### config.mk
export PLATFORM = sky130hd
export DESIGN_NAME = alarma_multi
export DESIGN_NICKNAME = d
export VERILOG_FILES = /design/src/rtl/alarma_pkg.sv /design/src/rtl/alarma_canal.sv /design/src/rtl/alarma_multi.sv
export SDC_FILE = /design/constraint.sdc
export NUM_CORES = 1
export LEC_CHECK = 0
export ABC_AREA = 0
export CORE_MARGIN = 5
export CORE_UTILIZATION = 40
export DETAILED_ROUTE_END_ITERATION = 6
export SLEW_MARGIN = 10
export SYNTH_ARGS = -nofsm -noshare
export SYNTH_HDL_FRONTEND = slang
export SYNTH_SLANG_ARGS = --single-unit
### constraint.sdc
create_clock -name CLK_Ring -period 1.85 [get_ports CLK_Ring]
set_clock_uncertainty 0.1 [all_clocks]
set_input_delay 0.4625 -clock CLK_Ring [delete_from_list [all_inputs] [get_ports CLK_Ring]]
set_output_delay 0.4625 -clock CLK_Ring [all_outputs]
set_load 0.05 [all_outputs]
### src/rtl/alarma_pkg.sv
// ---------------------------------------------------------------------------
// alarma_pkg
// Shared constants for the multi-channel alarm blinker.
//   - Per-channel FSM state encodings (2-bit).
//   - Default blink half-period and auto-off toggle count.
// Optional feature macro used by the design: ALARMA_AUTO_OFF_EN.
// ---------------------------------------------------------------------------
package alarma_pkg;

    localparam logic [1:0] ST_IDLE = 2'd0;
    localparam logic [1:0] ST_RING = 2'd1;
    localparam logic [1:0] ST_SIL  = 2'd2;

    localparam int DEF_HALF_PERIOD = 1;
    localparam int DEF_MAX_TOGGLES = 60;

endpackage : alarma_pkg

### src/rtl/alarma_canal.sv
// ---------------------------------------------------------------------------
// alarma_canal
// One alarm channel: IDLE / RING / SILENCED FSM with its blink divider and
// toggle counter.
// Optional feature: `define ALARMA_AUTO_OFF_EN to silence the channel
// automatically after MAX_TOGGLES toggles and flag it on o_timed_out.
//
// Ports:
//   i_clk        ring/blink clock, rising edge
//   i_rst_n      asynchronous active-low reset
//   i_fin        timer-finished level
//   i_en         arm enable; 0 forces IDLE
//   i_ack        acknowledge/silence level
//   o_band       blink flag to display
//   o_ring       1 while in RING (registered)
//   o_timed_out  sticky auto-off flag (0 when feature is disabled)
// ---------------------------------------------------------------------------
module alarma_canal
    import alarma_pkg::*;
#(
    parameter int HALF_PERIOD = DEF_HALF_PERIOD,
    parameter int DIV_W       = 8,
    parameter int MAX_TOGGLES = DEF_MAX_TOGGLES,
    parameter int TOG_W       = 8
) (
    input  logic i_clk,
    input  logic i_rst_n,
    input  logic i_fin,
    input  logic i_en,
    input  logic i_ack,
    output logic o_band,
    output logic o_ring,
    output logic o_timed_out
);

`ifdef ALARMA_AUTO_OFF_EN
    localparam bit AUTO_OFF = 1'b1;
`else
    localparam bit AUTO_OFF = 1'b0;
`endif

    localparam logic [DIV_W-1:0] DIV_LAST = DIV_W'(HALF_PERIOD - 1);
    localparam logic [TOG_W-1:0] TOG_MAX  = TOG_W'(MAX_TOGGLES);

    logic [1:0]       r_state;
    logic             r_band;
    logic             r_ring;
    logic             r_timed_out;
    logic [DIV_W-1:0] r_div;
    logic [TOG_W-1:0] r_tog;

    logic [TOG_W-1:0] w_tog_inc;

    // Toggle count saturates rather than wrapping so a long ring never
    // re-triggers auto-off or looks like a fresh start.
    assign w_tog_inc = (r_tog == {TOG_W{1'b1}}) ? r_tog : r_tog + 1'b1;

    always_ff @(posedge i_clk or negedge i_rst_n) begin
        if (!i_rst_n) begin
            r_state     <= ST_IDLE;
            r_band      <= 1'b0;
            r_ring      <= 1'b0;
            r_timed_out <= 1'b0;
            r_div       <= '0;
            r_tog       <= '0;
        end else if (!i_fin || !i_en) begin
            // Dropping the source or disarming wipes everything, including
            // a pending timed_out, so the next ring starts clean.
            r_state     <= ST_IDLE;
            r_band      <= 1'b0;
            r_ring      <= 1'b0;
            r_timed_out <= 1'b0;
            r_div       <= '0;
            r_tog       <= '0;
        end else if (i_ack) begin
            r_state <= ST_SIL;
            r_band  <= 1'b0;
            r_ring  <= 1'b0;
            r_div   <= '0;
        end else begin
            case (r_state)
                ST_IDLE: begin
                    // Band rises on the same edge that first sees fin high.
                    r_state <= ST_RING;
                    r_ring  <= 1'b1;
                    r_band  <= 1'b1;
                    r_div   <= '0;
                    r_tog   <= TOG_W'(1);
                end
                ST_RING: begin
                    if (r_div == DIV_LAST) begin
                        r_div <= '0;
                        r_tog <= w_tog_inc;
                        if (AUTO_OFF && (w_tog_inc == TOG_MAX)) begin
                            r_state     <= ST_SIL;
                            r_ring      <= 1'b0;
                            r_band      <= 1'b0;
                            r_timed_out <= 1'b1;
                        end else begin
                            r_band <= ~r_band;
                        end
                    end else begin
                        r_div <= r_div + 1'b1;
                    end
                end
                ST_SIL: begin
                    // Held here until fin drops; releasing ack does not re-ring.
                    r_state <= ST_SIL;
                end
                default: begin
                    r_state <= ST_IDLE;
                    r_band  <= 1'b0;
                    r_ring  <= 1'b0;
                end
            endcase
        end
    end

    assign o_band      = r_band;
    assign o_ring      = r_ring;
    assign o_timed_out = AUTO_OFF ? r_timed_out : 1'b0;

endmodule : alarma_canal

### src/rtl/alarma_multi.sv
// ---------------------------------------------------------------------------
// alarma_multi
// Multi-channel alarm blinker: NUM_CH independent alarma_canal instances
// plus a combined "any channel ringing" flag.
// Optional feature: `define ALARMA_AUTO_OFF_EN enables per-channel auto-off
// after MAX_TOGGLES blink toggles (reported on timed_out).
//
// Ports:
//   CLK_Ring   ring/blink clock, rising edge
//   reset      asynchronous active-low reset
//   fin_crono  per-channel timer-finished level
//   enable     per-channel arm mask
//   ack        per-channel acknowledge/silence
//   band_parp  per-channel blink flag
//   ringing    per-channel RING indicator (registered)
//   timed_out  per-channel sticky auto-off flag
//   alarm_any  OR of ringing
// ---------------------------------------------------------------------------
module alarma_multi
    import alarma_pkg::*;
#(
    parameter int NUM_CH      = 3,
    parameter int HALF_PERIOD = DEF_HALF_PERIOD,
    parameter int DIV_W       = 8,
    parameter int MAX_TOGGLES = DEF_MAX_TOGGLES,
    parameter int TOG_W       = 8
) (
    input  logic              CLK_Ring,
    input  logic              reset,
    input  logic [NUM_CH-1:0] fin_crono,
    input  logic [NUM_CH-1:0] enable,
    input  logic [NUM_CH-1:0] ack,
    output logic [NUM_CH-1:0] band_parp,
    output logic [NUM_CH-1:0] ringing,
    output logic [NUM_CH-1:0] timed_out,
    output logic              alarm_any
);

    genvar gi;
    generate
        for (gi = 0; gi < NUM_CH; gi++) begin : g_ch
            alarma_canal #(
                .HALF_PERIOD (HALF_PERIOD),
                .DIV_W       (DIV_W),
                .MAX_TOGGLES (MAX_TOGGLES),
                .TOG_W       (TOG_W)
            ) u_canal (
                .i_clk       (CLK_Ring),
                .i_rst_n     (reset),
                .i_fin       (fin_crono[gi]),
                .i_en        (enable[gi]),
                .i_ack       (ack[gi]),
                .o_band      (band_parp[gi]),
                .o_ring      (ringing[gi]),
                .o_timed_out (timed_out[gi])
            );
        end
    endgenerate

    // Pure OR of registered bits: no extra cycle of latency.
    assign alarm_any = |ringing;

endmodule : alarma_multi
Word level (Yosys, flattened, before mapping)
Cells that the tools add are included.

storage, ports and cells
  bits in registers = 36
  bits of input ports = 11
  output and inout bits = 10
  word-level logic and storage cells = 103

operators by class
  add/subtract/negate cells = 3
  equality and inequality tests = 18
  multiplexer cells = 42
  bitwise operators = 3
  reductions and logical operators = 25

operators with widths
  cell                   count
  $mux W8                9
  $pmux W8 S2            3
  $add A8 B1 Y8 const B  3
  $logic_not A8 Y1       3
  $ne A3 B2 Y1 const B   6
  $pmux W2 S3            3
  $mux W1                15
  $mux W2                6
  $ne A4 B2 Y1 const B   3
  $reduce_bool A4 Y1     3
  $ne A3 B1 Y1 const B   3
  $pmux W1 S3            3
  $eq A2 B1 Y1 const B   3
  $eq A2 B2 Y1 const B   3
  $logic_not A1 Y1       6
  $logic_not A2 Y1       3
  $pmux W1 S2            3
  $reduce_and A2 Y1      3
  $reduce_or A2 Y1       3
  $logic_or A1 B1 Y1     3
  $not A1 Y1             3
  $reduce_or A3 Y1       1

Logic depth before layout (Yosys ltp)
Gate-level depths: netlist (run 1).

  depth after elaboration = 5
  gate-level depth with buffers = 7
  depth with buffers taken out = 6

Modules after synthesis
From an unflattened synthesis (run 1), not the netlist that was laid out.

second synthesis, totals
  cell total of the unflattened synthesis = 217
  area total of the unflattened synthesis = 2157.1 um2

by module, submodules not included
  module        times used  cells each  area an instance (um2)  sequential area each (um2)
  alarma_canal  3           72          716.9                   300.3
  alarma_multi  1           1           6.3                     0.0

Worst setup path after synthesis (run 1)
No wires, ideal clock.

  path kind = reg-to-reg
  start point = register g_ch[0].u_canal.r_state[1]
  end point = register g_ch[0].u_canal.r_band
  library setup time = 121 ps
  arrival = 1450 ps
  required time = 1629 ps
  setup slack = 179 ps
  stages on the path, launching flop included = 8
  path buffers = 1
  clock period less this slack = 1671 ps
  path through = dfrtp_1 > inv_1 > ha_1 > buf_2 > inv_1 > a211oi_2 > o31ai_1 > a22o_1

between the ends
  cells in the longest elaborated chain, start to end = 4
  elaborated cells between the ends (all ways) = 9
  those cells by class = eq/ne (4); mux (3); reduce/logical (2)

ends and longest elaborated chain
  item                                        line                 text
  start: declaration                          alarma_canal.sv:45   logic [1:0] r_state;
  start signal: assignment                    alarma_canal.sv:60   r_state <= ST_IDLE;
  start signal: assignment                    alarma_canal.sv:69   r_state <= ST_IDLE;
  start signal: assignment                    alarma_canal.sv:76   r_state <= ST_SIL;
  $eq A2 B2 Y1, or another cell as far along  alarma_canal.sv:81   case (r_state)
  $pmux W1 S3                                 alarma_canal.sv:81
  $mux W1                                     alarma_canal.sv:75   end else if (i_ack) begin
  $mux W1                                     alarma_canal.sv:66   end else if (!i_fin || !i_en) begin
  end signal: assignment                      alarma_canal.sv:100  r_band <= ~r_band;
  end: declaration                            alarma_canal.sv:46   logic r_band;

Parallel ways exist; a longest one is shown, timed or not.
A chain may end at the register's enable or synchronous reset.

Worst setup path after layout (run 1)
  start point = register g_ch[1].u_canal.r_ring
  end point = output alarm_any

between the ends
  cells in the longest elaborated chain, start to end = 1

ends and longest elaborated chain
  item                      line                text
  start: declaration        alarma_canal.sv:47  logic r_ring;
  start signal: assignment  alarma_canal.sv:62  r_ring <= 1'b0;
  start signal: assignment  alarma_canal.sv:71  r_ring <= 1'b0;
  start signal: assignment  alarma_canal.sv:78  r_ring <= 1'b0;
  $reduce_or A3 Y1          alarma_multi.sv:61  assign alarm_any = |ringing;
  end: declaration          alarma_multi.sv:36  output logic alarm_any

No other way between the ends.

==> flow_summary_export.csv, run 1 <==
group,metric,value,unit
status,status,"finished clean",
die,placementRows,27,
logic_synthesis,syn_area_per_cell,9.67,sq um
clock_network,clkLatencyLatePin,0.29,ns
clock_network,clock-root-buffer,"clkbuf_8",
logic_synthesis,yosys_warnings,0,
worst_setup_path,cp_max_fo,2,
global_route,grt_pass1_vias,1715,
die,die-height,84.4,um
worst_setup_path,rr_endpoint,"g_ch[1].u_canal.r_div[0]",
detailed_routing,via_per_inst,5.05,
logic_synthesis,synthCells,229,
worst_setup_path,critPathArrivalTime,1.24,ns
timing,finalHoldViolCount,0,
worst_setup_path,startpoint_type,"flip-flop",
timing,maxSlewViolCount,0,
clock_network,tritoncts,"yes",
timing,fmax,556,MHz
pwr,vdd_ir_drop_max,0.381,mV
worst_setup_path,cp_top_family,"flip-flops",
worst_setup_path,worst-path-buf-inv,1,
pwr,p_per_area,636,nW/um^2
logic_synthesis,synth_mux_area_frac,0.0288,
worst_setup_path,crit_end,"alarm_any",
hold_path,hold_path.class,"input port to asynchronous set/reset pin",
worst_setup_path,end_kind,"primary output",
finish,fillerInstances,503,
worst_setup_path,crit_path_top_delay_cell,"dfrtp_1",
pwr,finalPower,1.74,mW
logic_synthesis,synth_xor_area_frac,0.0673,
detailed_routing,wl,4420,um
timing,rsz0062_at_grt,"no",
finish,final_area,2740,sq um
clock_network,postCtsHoldBufs,0,
logic_synthesis,synth_edf_count,0,
clock_network,cts.sinks,36,
finish,final_nets,294,
worst_setup_path,worst-path-stages,2,
worst_setup_path,cp.required,1.29,ns
worst_setup_path,crit_path_cell_trace,"or3_1, buf_6",
detailed_routing,drtAntennaViolNets,0,
logic_synthesis,yosysSeqAreaShare,0.407,
flow_run,cap_violations,0,
timing,tns,0,ns
finish,stdcell_count,338,
finish,layout_common_cells,"dfrtp_1 (36), nor2_1 (30), buf_4 (26)",
place,place_congestion,0.805,
logic_synthesis,ys_ff_latch,36,
logic_synthesis,synth_top_family_by_area,"compound AO/OA/AOI/OAI gates",
clock_network,cts_buffers,5,
timing,setup_viol,0,
logic_synthesis,ys.flop_type,"dfrtp_1",
detailed_routing,drc,0,
logic_synthesis,ys_types,39,
die,initial_core_util,0.407,
pwr,leakagePower,1.20,nW
die,die_area,7120,sq um
timing,period_share,0.972,
worst_setup_path,slowest_delay,0.40,ns
timing,holdWs,0.100,ns
worst_setup_path,crit_type,"flip-flop to primary output",
clock_network,cts_htree_levels,2,
finish,fin_util,0.503,
logic_synthesis,synth-async-reset-ratio,1.00,
die,die_w,84.4,um
logic_synthesis,synthAdderAreaFrac,0.102,
timing,period_needed,1.80,ns
finish,antennaDiodeCount,0,
finish,final_common_cell,"dfrtp_1",
detailed_routing,vias,1706,
detailed_routing,drt-initial-drc-count,56,
worst_setup_path,crit_start,"g_ch[1].u_canal.o_ring",
timing,fin_ws,0.0521,ns
logic_synthesis,synthSimpleGateAreaFrac,0.155,
die,ios,21,
global_route,grt_use_total,0.139,
clock_network,clk_pin_slew,0.08,ns
place,pre_cts_ws,-0.184,ns
global_route,antenna_found_initial,0,
global_route,overflow,0,
die,placeableCoreArea,5440,sq um
worst_setup_path,reg2reg_setup_slack,0.13,ns
finish,drive_gt1_frac,0.188,
finish,area_growth,23.7,%
detailed_routing,wire_per_inst,13.1,um
global_route,grt_start_max_net_pins,37,
place,place_area,2580,sq um
logic_synthesis,synth_area,2210,sq um
global_route,grt_pass1_wl,8110,um
place,io_buffers,17,
logic_synthesis,synth-compound-area-share,0.157,
clock_network,cts.path.max_buffers,2,
worst_setup_path,r2r.worst_path.cells,6,
place,placed_cells,328,
place,dpl.hpwl,3280,um
detailed_routing,dr.pass1.iters,5,
worst_setup_path,rr_startpoint,"g_ch[1].u_canal.r_div[0]",
-- layout make-up --
class / count / area [sq um] / share of cell area
inverter: 24 / 90.1 / 0.0329
clock buffer: 5 / 68.8 / 0.0251
sequential: 36 / 901 / 0.329
clock inverter: 3 / 42.5 / 0.0155
multi-input combinational: 157 / 1160 / 0.425
tap: 72 / 90.1 / 0.0329
timing repair buffer: 41 / 382 / 0.139
-- report_power, final --
part	internal [mW]	switching (mW)
clock	0.399	0.302
sequential	0.798	0.0108
combinational	0.0970	0.136
total	1.29	0.449
-- state kept, by name, indices dropped and copies added (netlist names) --
signal                cells
g_ch.u_canal.r_div       24
g_ch.u_canal.r_state      6
g_ch.u_canal.o_band       3
g_ch.u_canal.o_ring       3
-- synthesized netlist by cell type (all sizes together), types with 5 or more instances --
library cell   n  area share
a211oi        10       0.036
nor3           6       0.014
ha            18        0.10
a22o           7       0.028
inv           24       0.041
dfrtp         36        0.41
nand3          8       0.018
a21oi         15       0.034
nand2          5      0.0085
buf           11       0.035
nor2          30       0.051
xnor2         16       0.063
-- kinds of logic after synthesis --
kind of cell             Yosys count
flip-flops                        36
other                              1
AO/OA/AOI/OAI                     46
XOR/XNOR                          17
multiplexers                       6
AND/OR/NAND/NOR                   67
buffers and inverters             38
adder cells (fa/ha/maj)           18
-- layer usage --
| metal | GRT usage | vias to the layer above | share of wire |
|---|---|---|---|
| met5 | 0 | - | 0 |
| met4 | 0.0388 | 0 | 0.0027 |
| met3 | 0.0383 | 2 | 0.038 |
| met2 | 0.217 | 26 | 0.47 |
| met1 | 0.190 | 820 | 0.49 |
| li1 | - | 858 | - |
-- worst min-delay path by stage --
stage | start | endpoint | slack (ns)
5_1_grt | reset | g_ch[2].u_canal.r_div[7] | 0.14
3_5_place_dp | reset | g_ch[2].u_canal.r_div[6] | 0.44
6_report | reset | g_ch[2].u_canal.r_div[7] | 0.10
3_3_place_gp | g_ch[0].u_canal.r_state[0] | g_ch[0].u_canal.r_state[0] | 0.43
2_1_floorplan | reset | g_ch[0].u_canal.o_band | 0.07
4_1_cts | reset | g_ch[2].u_canal.r_div[7] | 0.12
-- what timing repair did --
action / in CTS / in global routing
setup buffers: 2 / 0
gates resized for setup: 0 / 4
endpoints found under the setup margin: 1 / 3
No activity file was read; power rests on OpenSTA's default activity.
==> run 2: changes to the inputs <==
Settings changed: PLACE_DENSITY set to 0.66.
==> run 2 against run 1 <==
Hold slack gained 0.0083 ns. Sequential cell count unchanged. Clock-buffer cell count is 1 higher. Critical endpoint unchanged.
==> flow_summary_export.csv, run 2 (synthesis results as in run 1) <==
group,metric,value,unit
worst_setup_path,cp.required,1.29,ns
finish,drive_gt1_frac,0.186,
clock_network,cts_htree_levels,2,
die,die_w,84.4,um
finish,stdcell_count,336,
detailed_routing,via_per_inst,4.99,
pwr,finalPower,1.57,mW
global_route,antenna_found_initial,0,
pwr,switching_share,0.269,
status,status,"finished clean",
detailed_routing,drt-initial-drc-count,34,
global_route,grt_pass1_wl,7280,um
detailed_routing,drtAntennaViolNets,0,
die,die_area,7120,sq um
die,placementRows,27,
worst_setup_path,critPathArrivalTime,1.25,ns
timing,fmax,552,MHz
worst_setup_path,startpoint_type,"flip-flop",
finish,final_nets,293,
worst_setup_path,reg2reg_setup_slack,0.12,ns
timing,finalHoldViolCount,0,
die,initial_core_util,0.407,
timing,period_needed,1.81,ns
pwr,p_seq_frac,0.514,
global_route,grt_util_met3,0.0285,
timing,setup_viol,0,
die,placeableCoreArea,5440,sq um
finish,layout_common_cells,"dfrtp_1 (35), nor2_1 (30), buf_4 (26)",
pwr,leakagePower,1.18,nW
place,dpl.hpwl,3120,um
worst_setup_path,crit_type,"flip-flop to primary output",
finish,antennaDiodeCount,0,
pwr,vdd_ir_drop_max,0.294,mV
flow_run,cap_violations,0,
detailed_routing,vias,1678,
timing,period_share,0.979,
clock_network,clkLatencyLatePin,0.29,ns
timing,holdWs,0.108,ns
detailed_routing,wl,4240,um
clock_network,clock-root-buffer,"clkbuf_8",
worst_setup_path,cp_max_fo,2,
clock_network,cts.sinks,36,
timing,tns,0,ns
finish,reg_top3,"g_ch.u_canal.r_div (24), g_ch.u_canal.r_state (6)",
finish,largest_reg_flops,24,
timing,fin_ws,0.0393,ns
pwr,p_per_area,585,nW/um^2
finish,area_growth,21.5,%
place,io_buffers,17,
place,placed_cells,326,
pwr,power_frac_comb,0.146,
die,die-height,84.4,um
clock_network,cts_buffers,5,
finish,final_common_cell,"dfrtp_1",
global_route,overflow,0,
hold_path,hold_path.class,"input port to asynchronous set/reset pin",
clock_network,postCtsHoldBufs,0,
pwr,power_frac_clock,0.340,
pwr,netSwitchingPower,0.424,mW
detailed_routing,dr.pass1.iters,4,
worst_setup_path,end_kind,"primary output",
clock_network,tritoncts,"yes",
detailed_routing,drc,0,
pwr,intPower,1.15,mW
timing,maxSlewViolCount,0,
clock_network,clk_pin_slew,0.07,ns
global_route,grt_use_total,0.125,
global_route,grtUsageMet2,0.204,
place,pre_cts_ws,-0.172,ns
global_route,grt_start_max_net_pins,37,
global_route,busiest_layer,"met2",
global_route,gr-usage-met1,0.158,
global_route,grt_pass1_vias,1626,
place,place_congestion,0.776,
die,ios,21,
finish,top_register,"g_ch.u_canal.r_div",
clock_network,cts.path.max_buffers,2,
detailed_routing,wire_per_inst,12.6,um
-- run 2: repair_timing --
| item | 4_1_cts | 5_1_grt |
|---|---|---|
| setup buffers | 1 | 2 |
| gates resized for setup | 0 | 4 |
| endpoints found under the setup margin | 1 | 6 |
-- run 2: power groups by stage --
| stage | registers [mW] | clock network (mW) | logic (mW) |
|---|---|---|---|
| 2_1_floorplan | 0.820 | 0 | 0.143 |
| 3_3_place_gp | 0.825 | 0 | 0.225 |
| 3_5_place_dp | 0.826 | 0 | 0.227 |
| 4_1_cts | 0.809 | 0.553 | 0.231 |
| 5_1_grt | 0.810 | 0.590 | 0.254 |
| 6_report | 0.809 | 0.535 | 0.230 |
-- run 2: critical path, stage by stage, from the launching register on --
cell and delay (ns):
dfrtp_1 0.40, or3_1 0.37, buf_4 0.19
-- run 2: final cells by class --
cell class,count,area [sq um]
Clock buffer,6,72.6
Clock inverter,1,5.00
Fill cell,502,2750
Inverter,24,90.1
Multi-Input combinational cell,157,1160
Sequential cell,36,902
Tap cell,72,90.1
Timing Repair Buffer,40,370
-- run 2: path summary, 6_finish.rpt --
| path | to | depth (start not counted) | startpoint |
|---|---|---|---|
| setup / recovery | alarm_any | 2 | g_ch[1].u_canal.o_ring |
| hold / removal | g_ch[0].u_canal.o_ring | 2 | reset |
| setup reg to reg | g_ch[0].u_canal.r_div[4] | 7 | g_ch[0].u_canal.r_div[0] |
| hold reg to reg | g_ch[1].u_canal.r_state[0] | 2 | g_ch[1].u_canal.r_state[0] |
| max in group asynchronous | g_ch[0].u_canal.o_ring | 2 | reset |
| min in group CLK_Ring | g_ch[1].u_canal.r_state[0] | 2 | g_ch[1].u_canal.r_state[0] |
-- run 2: metal layers --
layer	vias up	wire [um]
li1	846	-
met2	31	1960
met5	-	0
met3	5	166
met4	0	46
met1	796	2060
-- run 2: metrics by stage --
step / area (sq um) / util
2_1_floorplan: 2220 / -
3_3_place_gp: 2570 / 0.472
3_5_place_dp: 2570 / 0.472
4_1_cts: 2650 / 0.488
5_1_grt: 2690 / 0.495
6_report: 2690 / 0.495
